`src/rtl/nf10_upb_input_arbiter.sv`:
```
// Packet-granular round-robin arbiter merging NUM_INPUTS 256-bit AXI-Stream inputs into one.
// Optional per-input packet counters are enabled with UPB_INPUT_ARBITER_STATS_EN.
module nf10_upb_input_arbiter #(
   parameter int unsigned NUM_INPUTS = 5
) (
   input  logic                         CLK,
   input  logic                         axi_reset,
   input  logic [NUM_INPUTS*256-1:0]    s_axis_tdata,
   input  logic [NUM_INPUTS*32-1:0]     s_axis_tkeep,
   input  logic [NUM_INPUTS*3-1:0]      s_axis_tuser_in_port,
   input  logic [NUM_INPUTS*3-1:0]      s_axis_tuser_in_vport,
   input  logic [NUM_INPUTS*8-1:0]      s_axis_tuser_out_port,
   input  logic [NUM_INPUTS*8-1:0]      s_axis_tuser_out_vport,
   input  logic [NUM_INPUTS*14-1:0]     s_axis_tuser_packet_length,
   input  logic [NUM_INPUTS-1:0]        s_axis_tvalid,
   input  logic [NUM_INPUTS-1:0]        s_axis_tlast,
   output logic [NUM_INPUTS-1:0]        s_axis_tready,
   output logic [255:0]                 m_axis_tdata,
   output logic [31:0]                  m_axis_tkeep,
   output logic [2:0]                   m_axis_tuser_in_port,
   output logic [2:0]                   m_axis_tuser_in_vport,
   output logic [7:0]                   m_axis_tuser_out_port,
   output logic [7:0]                   m_axis_tuser_out_vport,
   output logic [13:0]                  m_axis_tuser_packet_length,
   output logic                         m_axis_tvalid,
   output logic                         m_axis_tlast,
   input  logic                         m_axis_tready,
   output logic                         busy,
   output logic [2:0]                   grant_idx
`ifdef UPB_INPUT_ARBITER_STATS_EN
   ,
   output logic [NUM_INPUTS*32-1:0]     pkt_count
`endif
);

   localparam int unsigned N  = NUM_INPUTS;
   localparam int unsigned DW = 256;
   localparam int unsigned KW = 32;
   localparam int unsigned CW = 32;

   typedef enum logic {
      IDLE = 1'b0,
      PASS = 1'b1
   } state_t;

   state_t     state;
   logic [2:0] last_grant;
   logic       found;
   logic [2:0] pick;
   logic       xfer_last;

   // Round-robin search: first valid input after last_grant, wrapping modulo N.
   always_comb begin
      found = 1'b0;
      pick  = '0;
      for (int unsigned k = 1; k <= N; k++) begin
         for (int unsigned i = 0; i < N; i++) begin
            if (!found && s_axis_tvalid[i] && (((32'(last_grant) + k) % N) == i)) begin
               found = 1'b1;
               pick  = 3'(i);
            end
         end
      end
   end

   // Granted input's stream is steered straight to the output; everything is zero when idle.
   always_comb begin
      m_axis_tdata               = '0;
      m_axis_tkeep               = '0;
      m_axis_tuser_in_port       = '0;
      m_axis_tuser_in_vport      = '0;
      m_axis_tuser_out_port      = '0;
      m_axis_tuser_out_vport     = '0;
      m_axis_tuser_packet_length = '0;
      m_axis_tvalid              = 1'b0;
      m_axis_tlast               = 1'b0;
      s_axis_tready              = '0;
      if (state == PASS) begin
         for (int unsigned i = 0; i < N; i++) begin
            if (grant_idx == 3'(i)) begin
               m_axis_tdata               = s_axis_tdata[i*DW +: DW];
               m_axis_tkeep               = s_axis_tkeep[i*KW +: KW];
               m_axis_tuser_in_port       = s_axis_tuser_in_port[i*3 +: 3];
               m_axis_tuser_in_vport      = s_axis_tuser_in_vport[i*3 +: 3];
               m_axis_tuser_out_port      = s_axis_tuser_out_port[i*8 +: 8];
               m_axis_tuser_out_vport     = s_axis_tuser_out_vport[i*8 +: 8];
               m_axis_tuser_packet_length = s_axis_tuser_packet_length[i*14 +: 14];
               m_axis_tvalid              = s_axis_tvalid[i];
               m_axis_tlast               = s_axis_tlast[i];
               s_axis_tready[i]           = m_axis_tready;
            end
         end
      end
   end

   assign xfer_last = m_axis_tvalid & m_axis_tready & m_axis_tlast;

   // Grant FSM: hold the grant until the packet's tlast beat is accepted.
   always_ff @(posedge CLK) begin
      if (axi_reset) begin
         state      <= IDLE;
         last_grant <= 3'(N - 1);
         grant_idx  <= '0;
         busy       <= 1'b0;
      end else begin
         unique case (state)
            IDLE: begin
               if (found) begin
                  grant_idx  <= pick;
                  last_grant <= pick;
                  state      <= PASS;
                  busy       <= 1'b1;
               end
            end
            PASS: begin
               if (xfer_last) begin
                  state <= IDLE;
                  busy  <= 1'b0;
               end
            end
            default: begin
               state <= IDLE;
               busy  <= 1'b0;
            end
         endcase
      end
   end

`ifdef UPB_INPUT_ARBITER_STATS_EN
   logic [CW-1:0] pkt_cnt [N];

   // Completed-packet counters per input; wrap naturally at 2^32.
   always_ff @(posedge CLK) begin
      if (axi_reset) begin
         for (int unsigned i = 0; i < N; i++) pkt_cnt[i] <= '0;
      end else if (xfer_last) begin
         for (int unsigned i = 0; i < N; i++) begin
            if (grant_idx == 3'(i)) pkt_cnt[i] <= pkt_cnt[i] + CW'(1);
         end
      end
   end

   always_comb begin
      pkt_count = '0;
      for (int unsigned i = 0; i < N; i++) pkt_count[i*CW +: CW] = pkt_cnt[i];
   end
`endif

endmodule

```
`config.mk`:
```
export PLATFORM = sky130hd
export DESIGN_NAME = nf10_upb_input_arbiter
export DESIGN_NICKNAME = d
export VERILOG_FILES = /design/src/rtl/nf10_upb_input_arbiter.sv
export SDC_FILE = /design/constraint.sdc
export NUM_CORES = 1
export LEC_CHECK = 0
export ABC_AREA = 1
export CAP_MARGIN = 10
export CORE_AREA = 2 2 765 767
export CTS_BUF_LIST = sky130_fd_sc_hd__clkbuf_8 sky130_fd_sc_hd__clkbuf_16
export DETAILED_ROUTE_END_ITERATION = 16
export DIE_AREA = 0 0 767 769
export GPL_TIMING_DRIVEN = 0
export PLACE_DENSITY = 0.3
export SYNTH_ARGS = -nofsm -noshare
export SYNTH_HDL_FRONTEND = slang
export SYNTH_SLANG_ARGS = --single-unit
```
`constraint.sdc`:
```
create_clock -name CLK -period 4.8 [get_ports CLK]
set_clock_uncertainty 0.2 [all_clocks]
set_input_delay 0.96 -clock CLK [delete_from_list [all_inputs] [get_ports CLK]]
set_output_delay 0.96 -clock CLK [all_outputs]
set_load 0.01 [all_outputs]
```
==> metrics.md, run 1 <==
| Metric | Value |
|---|---|
| Status | finished, violations left |
| Failing checks | negative setup slack |
| Relative slew margins | 13.1% |
| FF+latch count, synth | 6 |
| Tmin final | approximately 4.9 ns |
| CP Max Fanout | 19 |
| Worst Path Arrival | ~3.7 ns |
| Maximum VDD drop | between 0.2 and 0.25 mV |
| Layout Nets | 6775 |
| Initial Util | 2.69% |
| Internal | 6730 uW |
| WL final | 502000 um |
| Pre-CTS WS | -2.29 ns |
| Post-synthesis mux area share | 0% |
| R2R cell count | 30 |
| Hold_sp | busy$_SDFFE_PP0P_ |
| GPL Wtd Cong | 1.02 |
| Avg Cell Area, Syn | roughly 5.1 sq um |
| Reg2reg start | grant_idx[1]$_SDFFE_PP0P_ |
| Die Y-Extent | 769 um |
| Initial antenna violation count | 537 |
| Most frequent cells in the layout | clkdlybuf4s50_1 (1858), nand2_1 (694), nand3_1 (661) |
| CTS hold repair buffers | 0 |
| Post-Synth Adder-Cell Area | approximately 2.2% |
| Clock buffer count from CTS | 3 |
| Pwr Total | between 15000 and 20000 uW |
| MaxCap Viol Count | 0 |
| Simple-Gate Fraction of Synth Area | 43.5% |
| First-pass GRT wire length | 579000 um |
| Worst hold stages | 4 |
| Tcrit/Tclk final | 102% |
| Detailed Routing Iterations Pass 1 | 6 |
| Largest net degree at the start of global routing | 20 |
| RSZ-0062 raised after global routing | true |
| Sequential fraction of the synthesis area | 0.769% |
| Fin Hold WS | 0.403 ns |
| GRT Residual Overflow | 0 |
| Sw Ratio | 65.3% |
| Crit path launch | grant_idx[0]$_SDFFE_PP0P_ |
| Final Setup Violations | 5 |
| Synth warn | 0 |
| R2r endpoint | state$_SDFF_PP0_ |
| Comb pwr share | 98.7% |
| Share of cells above drive strength 1 | 10.6% |
| Critical Path Source Type | flop |
| Ys flop type | dfxtp_1 |
| Fill cells | 68900 |
| Hold Crit Class | reg2reg |
| Synthesized instance count | 3065 |
| Remaining DRCs | 0 |
| WP data required | about 3.6 ns |
| Xor and xnor area share after synthesis | less than 1% |
| 1st-iter DRT viols | 3730 |
| CTS Root Cell | clkbuf_16 |
| Clock slew at reported path FFs | 0.03 ns |
| I/O Pins | 1968 |
| Final hold violations | 0 |
| R2R Setup Slk | 0.18 ns |
| CP endpoint kind | output port |
| Die area | 0.590 sq mm |
| Layout area overhead | 212% |
| DR vias | 37900 |
| Pwr per Cell Area | 397 mW/mm^2 |
| Buffers on Ports | 1967 |
| Number of global-route vias before repair | approximately 36000 |
| Tot GR Track Use | 16.2% |
| Post-synthesis cell type count | 47 |
| EDFF count, synth | 0 |
| Flop pwr share | 0.6% |
| Complex-gate fraction of the synthesized area | 41.8% |
| Leak Pwr | 0.0153 uW |
| Post-DP HPWL | 471000 um |
| Synthesized cell area | 0.0156 sq mm |
| Clock sink count | 6 |
| Post-route setup slack | -0.105 ns |
| Syn nets | around 4700 |
| Final Util | about 8.4% |
| Largest family of logic cells by synthesized area | simple AND/OR/NAND/NOR gates |
| Worst Tran Pin Value | 1.30 ns |
| Maximum clock path buffer count | 2 |
| Die W | 767 um |
| Antenna Violating Nets Remaining | 0 |
| Post-synth ARST share | 0% |
| DR WL/cell | around 39 um |
| Skew-Pair Late Insertion Delay | 0.23 ns |
| Row cnt | 280 |
| Fin. max-slew vios | 0 |
| Hold Path End | busy$_SDFFE_PP0P_ |
| Peak Freq | 204 MHz |
| Htree depth | 1 |
| Crit Path Category | reg2out |
| Net load switching power | 12600 uW |
| Clock Power Share | 0.7% |
| Placeable Area | a little under 0.6 sq mm |
| Vias per cell | 2.91 |
| Commonest non-fill, non-tap cell in the layout | clkdlybuf4s50_1 |
| CTS tree | done |
-- critical path, stage by stage (launching register included) --
cell             delay (ns)
dfxtp_4                0.39
ha_4                   0.22
inv_4                  0.14
nor2_1                 0.08
inv_1                  0.16
clkbuf_16              0.25
buf_12                 0.20
clkbuf_16              0.29
clkbuf_4               0.33
o211ai_1               0.25
a31oi_2                0.43
clkdlybuf4s50_1        0.63
-- Yosys cell counts (2+ instances only) --
library cell	number	area share [%]
clkbuf_1	337	8.1
or2_2	2	0.080
nor2_1	51	1.2
nor3_1	18	0.58
nand2_4	3	0.22
buf_1	24	0.58
a21oi_1	20	0.64
xor2_1	6	0.34
dfxtp_1	6	0.77
o21ai_2	6	0.34
nand4_1	10	0.40
nand4_2	5	0.40
buf_4	2	0.096
buf_2	2	0.064
nand3_1	688	22
ha_1	28	2.2
nand2_2	8	0.32
nor2_2	6	0.24
nand3_2	2	0.13
or4_1	2	0.096
o21ai_1	9	0.29
inv_1	78	1.9
inv_2	6	0.14
a31oi_1	327	13
o21ai_0	346	11
o211ai_1	329	16
nand3b_1	3	0.14
nand2_1	722	17
-- flip-flops by register name, summed over array words and instances, names as in the netlist --
name / flops
grant_idx: 3
busy: 1
last_grant: 1
state: 1
-- timing repair --
item                                    4_1_cts  5_1_grt
hold endpoints to repair                      0        0
pin swaps                                    60       37
setup buffers                                13        8
resized for setup                           638      162
endpoints found under the setup margin      336      149
-- worst max-delay path by stage --
stage | depth (start not counted) | to | slack, ns
CTS | 13 | m_axis_tuser_out_vport[0] | -0.09
global route | 30 | state$_SDFF_PP0_ | -0.15
global placement | 11 | m_axis_tuser_out_vport[0] | -6.44
floorplan | 29 | state$_SDFF_PP0_ | 0.61
finish | 11 | m_axis_tdata[8] | -0.10
detailed placement | 11 | m_axis_tuser_out_vport[0] | -2.29
-- layer usage --
layer | global-route usage [%] | share of wire [%] | wire [um]
met5 | 0 | 0.47 | 2350
met4 | 4.62 | 4.0 | 20000
met3 | 9.91 | 15 | 74700
met2 | 23.6 | 40 | 201000
met1 | 19.6 | 41 | 203000
-- metrics by stage --
| step | TNS (ns) | instances | cell area (sq um) |
|---|---|---|---|
| after CTS | -0.0915 | 12900 | 47900 |
| final | -0.250 | 13000 | 48700 |
| after floorplan | 0 | 3065 | 15600 |
| after global placement | -1210.42 | 12800 | 45000 |
| after detailed placement | -459.55 | 12800 | 46200 |
| after global routing | -0.455 | 12900 | 48500 |
-- cell type report --
| cell class | count | area (sq um) | area share (%) |
|---|---|---|---|
| Inverter | 86 | 343 | 0.704 |
| Tap cell | 7755 | 9700 | 19.9 |
| Multi-Input combinational cell | 2607 | 14800 | 30.4 |
| Timing Repair Buffer | 2048 | 21000 | 43.0 |
| Sequential cell | 6 | 130 | 0.267 |
| Clock buffer | 3 | 75.1 | 0.154 |
| Buffer | 362 | 2380 | 4.90 |
| Antenna cell | 133 | 333 | 0.683 |
-- cells by family after synthesis --
logic type,Yosys count
XOR/XNOR,8
AND/OR/NAND/NOR,1525
AO/OA/AOI/OAI,1046
flip-flops,6
adder cells (fa/ha/maj),28
buffers and inverters,452
-- power groups by stage --
stage | combinational, uW | clock (uW) | sequential, uW
after CTS | 19000 | 137 | 109
final | 19100 | 135 | 109
after floorplan | 6550 | 0 | 93.1
after global placement | 17900 | 0 | 111
after global routing | 20200 | 141 | 110
after detailed placement | 18400 | 0 | 110
(Power assumes the default switching activity.)
==> inputs of run 2 (changes only) <==
--- a/config.mk
+++ b/config.mk
@@ -11,8 +11,10 @@
 export CTS_BUF_LIST = sky130_fd_sc_hd__clkbuf_8 sky130_fd_sc_hd__clkbuf_16
 export DETAILED_ROUTE_END_ITERATION = 16
 export DIE_AREA = 0 0 767 769
+export GPL_ROUTABILITY_DRIVEN = 0
 export GPL_TIMING_DRIVEN = 0
 export PLACE_DENSITY = 0.3
 export SYNTH_ARGS = -nofsm -noshare
 export SYNTH_HDL_FRONTEND = slang
 export SYNTH_SLANG_ARGS = --single-unit
+export TNS_END_PERCENT = 20
==> run 2 against run 1 <==
The flow still finishes with violations (negative setup slack). Worst setup slack better by 0.022 ns. Clock-buffer cell count unchanged. Highest routed layer unchanged. Sequential share of layout area about the same. Final cell count up 0.73%. Register-to-register slack better by 0.14 ns. Wire length down 0.41%.
==> metrics.md, run 2 (synthesis gave the netlist of run 1 again) <==
| Metric | Value |
|---|---|
| Final instance area | 0.0491 sq mm (was 0.0487 sq mm) |
| Largest net degree at the start of global routing | 11 (was 20) |
| Die Y-Extent | 769 um (unchanged) |
| Maximum VDD drop | 0.176 mV (was 0.239 mV) |
| 1st-iter DRT viols | 3851 (was 3730) |
| Worst Path Arrival | 3.72 ns (was 3.74 ns) |
| Clock sink count | 6 (unchanged) |
| Met3 wire len | 84300 um (was 74700 um) |
| CP Max Fanout | 10 (was 19) |
| Met1 wire length | 192000 um (was 203000 um) |
| WP data required | 3.64 ns (about the same) |
| Fin Hold WS | 0.370 ns (was 0.403 ns) |
| Antenna Violating Nets Remaining | 0 (unchanged) |
| Tmin final | 4.88 ns (was 4.90 ns) |
| Number of flip-flops in the largest register | 3 (unchanged) |
| Critical Path Source Type | flop (unchanged) |
| Fin. max-slew vios | 0 (unchanged) |
| Initial antenna violation count | 596 (was 537) |
| CP endpoint kind | output port (unchanged) |
| Detailed Routing Iterations Pass 1 | 6 (unchanged) |
| Peak Freq | 205 MHz (was 204 MHz) |
| Layout area overhead | 215% (was 212%) |
| RSZ-0062 raised after global routing | true (unchanged) |
| DR vias | 38300 (was 37900) |
| Skew-Pair Late Insertion Delay | 0.23 ns (about the same) |
| Htree depth | 1 (unchanged) |
| Top Layer Used | met5 (unchanged) |
| Pwr Total | 19300 uW (was 19400 uW) |
| Commonest non-fill, non-tap cell in the layout | clkdlybuf4s50_1 (unchanged) |
| Initial Util | 2.69% (unchanged) |
| Reg with most FFs | grant_idx (unchanged) |
| Delay-heaviest family, CP | buffers and inverters (unchanged) |
| Failing checks | negative setup slack (unchanged) |
| Leak Pwr | 0.0156 uW (was 0.0153 uW) |
| Hold Crit Class | reg2reg (unchanged) |
| Crit Path Category | reg2out (unchanged) |
| Vias per cell | 2.92 (was 2.91) |
| I/O Pins | 1968 (unchanged) |
| Die W | 767 um (unchanged) |
| DR WL/cell | 38.2 um (was 38.6 um) |
| Max stage delay cell, worst path | clkdlybuf4s50_1 (unchanged) |
| Tcrit/Tclk final | 102% (about the same) |
| Maximum clock path buffer count | 2 (unchanged) |
| Setup tns final | -0.517 ns (was -0.250 ns) |
| Tot GR Track Use | 16.1% (was 16.2%) |
| Post-DP HPWL | 467000 um (was 471000 um) |
| Buffers on Ports | 1967 (unchanged) |
| Final non-filler cell total | 13100 (was 13000) |
| Most frequent cells in the layout | clkdlybuf4s50_1 (1840), nand2_1 (698), nand3_1 (664) (was clkdlybuf4s50_1 (1858), nand2_1 (694), nand3_1 (661)) |
| Placed cell count | 12800 (about the same) |
| Pwr per Cell Area | 393 mW/mm^2 (was 397 mW/mm^2) |
| CP peak stage delay | 0.59 ns (was 0.63 ns) |
| Final hold violations | 0 (unchanged) |
| Placeable Area | 0.581 sq mm (unchanged) |
| CTS hold repair buffers | 0 (unchanged) |
| Relative slew margins | 16.7% (was 13.1%) |
| Row cnt | 280 (unchanged) |
| Share of cells above drive strength 1 | 10.6% (about the same) |
| First-pass GRT wire length | 577000 um (was 579000 um) |
| Status | finished, violations left (unchanged) |
| Clock buffer count from CTS | 3 (unchanged) |
| Buf+Inv Stages, Crit Path | 8 (was 7) |
| Number of global-route vias before repair | 35700 (was 36000) |
| CP Cell Sequence | clkinvlp_4 -> buf_4 -> ha_1 -> inv_1 -> clkbuf_16 -> clkbuf_2 -> buf_16 -> clkbuf_16 -> nand3_1 -> nand3_1 -> o211ai_1 -> a31oi_1 -> clkdlybuf4s50_1 (was ha_4 -> inv_4 -> nor2_1 -> inv_1 -> clkbuf_16 -> buf_12 -> clkbuf_16 -> clkbuf_4 -> o211ai_1 -> a31oi_2 -> clkdlybuf4s50_1) |
| Die area | 0.590 sq mm (unchanged) |
| Post-DP Area | 0.0462 sq mm (about the same) |
| WL final | 500000 um (was 502000 um) |
| Layout Nets | 6783 (was 6775) |
| Final Setup Violations | 13 (was 5) |
| CTS Root Cell | clkbuf_16 (unchanged) |
| Met2 routed wirelength | 197000 um (was 201000 um) |
| CTS tree | done (unchanged) |
| MaxCap Viol Count | 0 (unchanged) |
| Remaining DRCs | 0 (unchanged) |
| GRT Residual Overflow | 0 (unchanged) |
| Worst Tran Pin Value | 1.24 ns (was 1.30 ns) |
| Clock slew at reported path FFs | 0.03 ns (about the same) |
| Post-route setup slack | -0.0821 ns (was -0.105 ns) |
## run 2: cell count changes in the layout (fill, tap and decap cells not counted), moves of 5 or more
cell | previous run | this run
a31oi_1 | 266 | 273
a31oi_2 | 36 | 29
buf_4 | 27 | 42
clkdlybuf4s15_2 | 10 | 17
dlymetal6s2s_1 | 20 | 31
clkbuf_1 | 113 | 107
buf_6 | 15 | 9
nand2_2 | 34 | 28
clkbuf_16 | 14 | 20
clkdlybuf4s50_1 | 1858 | 1840
diode_2 | 133 | 220
nand3_2 | 28 | 22
clkbuf_4 | 51 | 46
## run 2: per-layer routing
layer | vias up | track usage [%]
met5 | - | 0.00812
met4 | 414 | 5.31
met3 | 1073 | 12.0
met2 | 3068 | 23.1
met1 | 18000 | 18.3
li1 | 15700 | -
## run 2: final timing paths
check	from	to	slack, ns	cells past startpoint
setup / recovery	grant_idx[1]$_SDFFE_PP0P_	m_axis_tdata[116]	-0.08	13
hold / removal	grant_idx[1]$_SDFFE_PP0P_	grant_idx[1]$_SDFFE_PP0P_	0.37	2
setup reg to reg	grant_idx[1]$_SDFFE_PP0P_	state$_SDFF_PP0_	0.32	30
hold reg to reg	grant_idx[1]$_SDFFE_PP0P_	grant_idx[1]$_SDFFE_PP0P_	0.37	2
## run 2: report_power, final
part	leakage [uW]	internal [uW]	switching [uW]
sequential	0.0000508	73.4	38.4
combinational	0.0155	6570	12500
clock	0.0000384	107	28.3
## run 2: worst reg2reg max path, delay by kind of cell (launching register included)
kind | cells | cell delay [ns]
AOI/OAI and AO/OA | 5 | 0.66
buffers and inverters | 6 | 0.51
and+or+nand+nor | 17 | 2.11
DFF | 1 | 0.41
adders and majority gates | 2 | 0.47
## run 2: area by class of cell
class | count | area, sq um
diodes | 220 | 551
plain buffers | 365 | 2520
clock buffers | 3 | 75.1
fillers | 68900 | 532000
inverters | 86 | 343
multi-input cells | 2607 | 14700
flip-flops and latches | 6 | 129
well taps | 7755 | 9700
repair buffers | 2053 | 21100
## run 2: repair_timing
item,in CTS,in global routing
setup endpoints to repair,336,157
pin swaps,61,26
cloned,2,0
resized for setup,672,208
buffers inserted,15,13
## run 2: metrics by stage
step           util [%]  setup WS, ns
2_1_floorplan         -         0.608
3_3_place_gp       7.75         -6.69
3_5_place_dp       7.95         -2.24
4_1_cts            8.28        -0.117
5_1_grt            8.40        -0.166
6_report           8.46       -0.0821
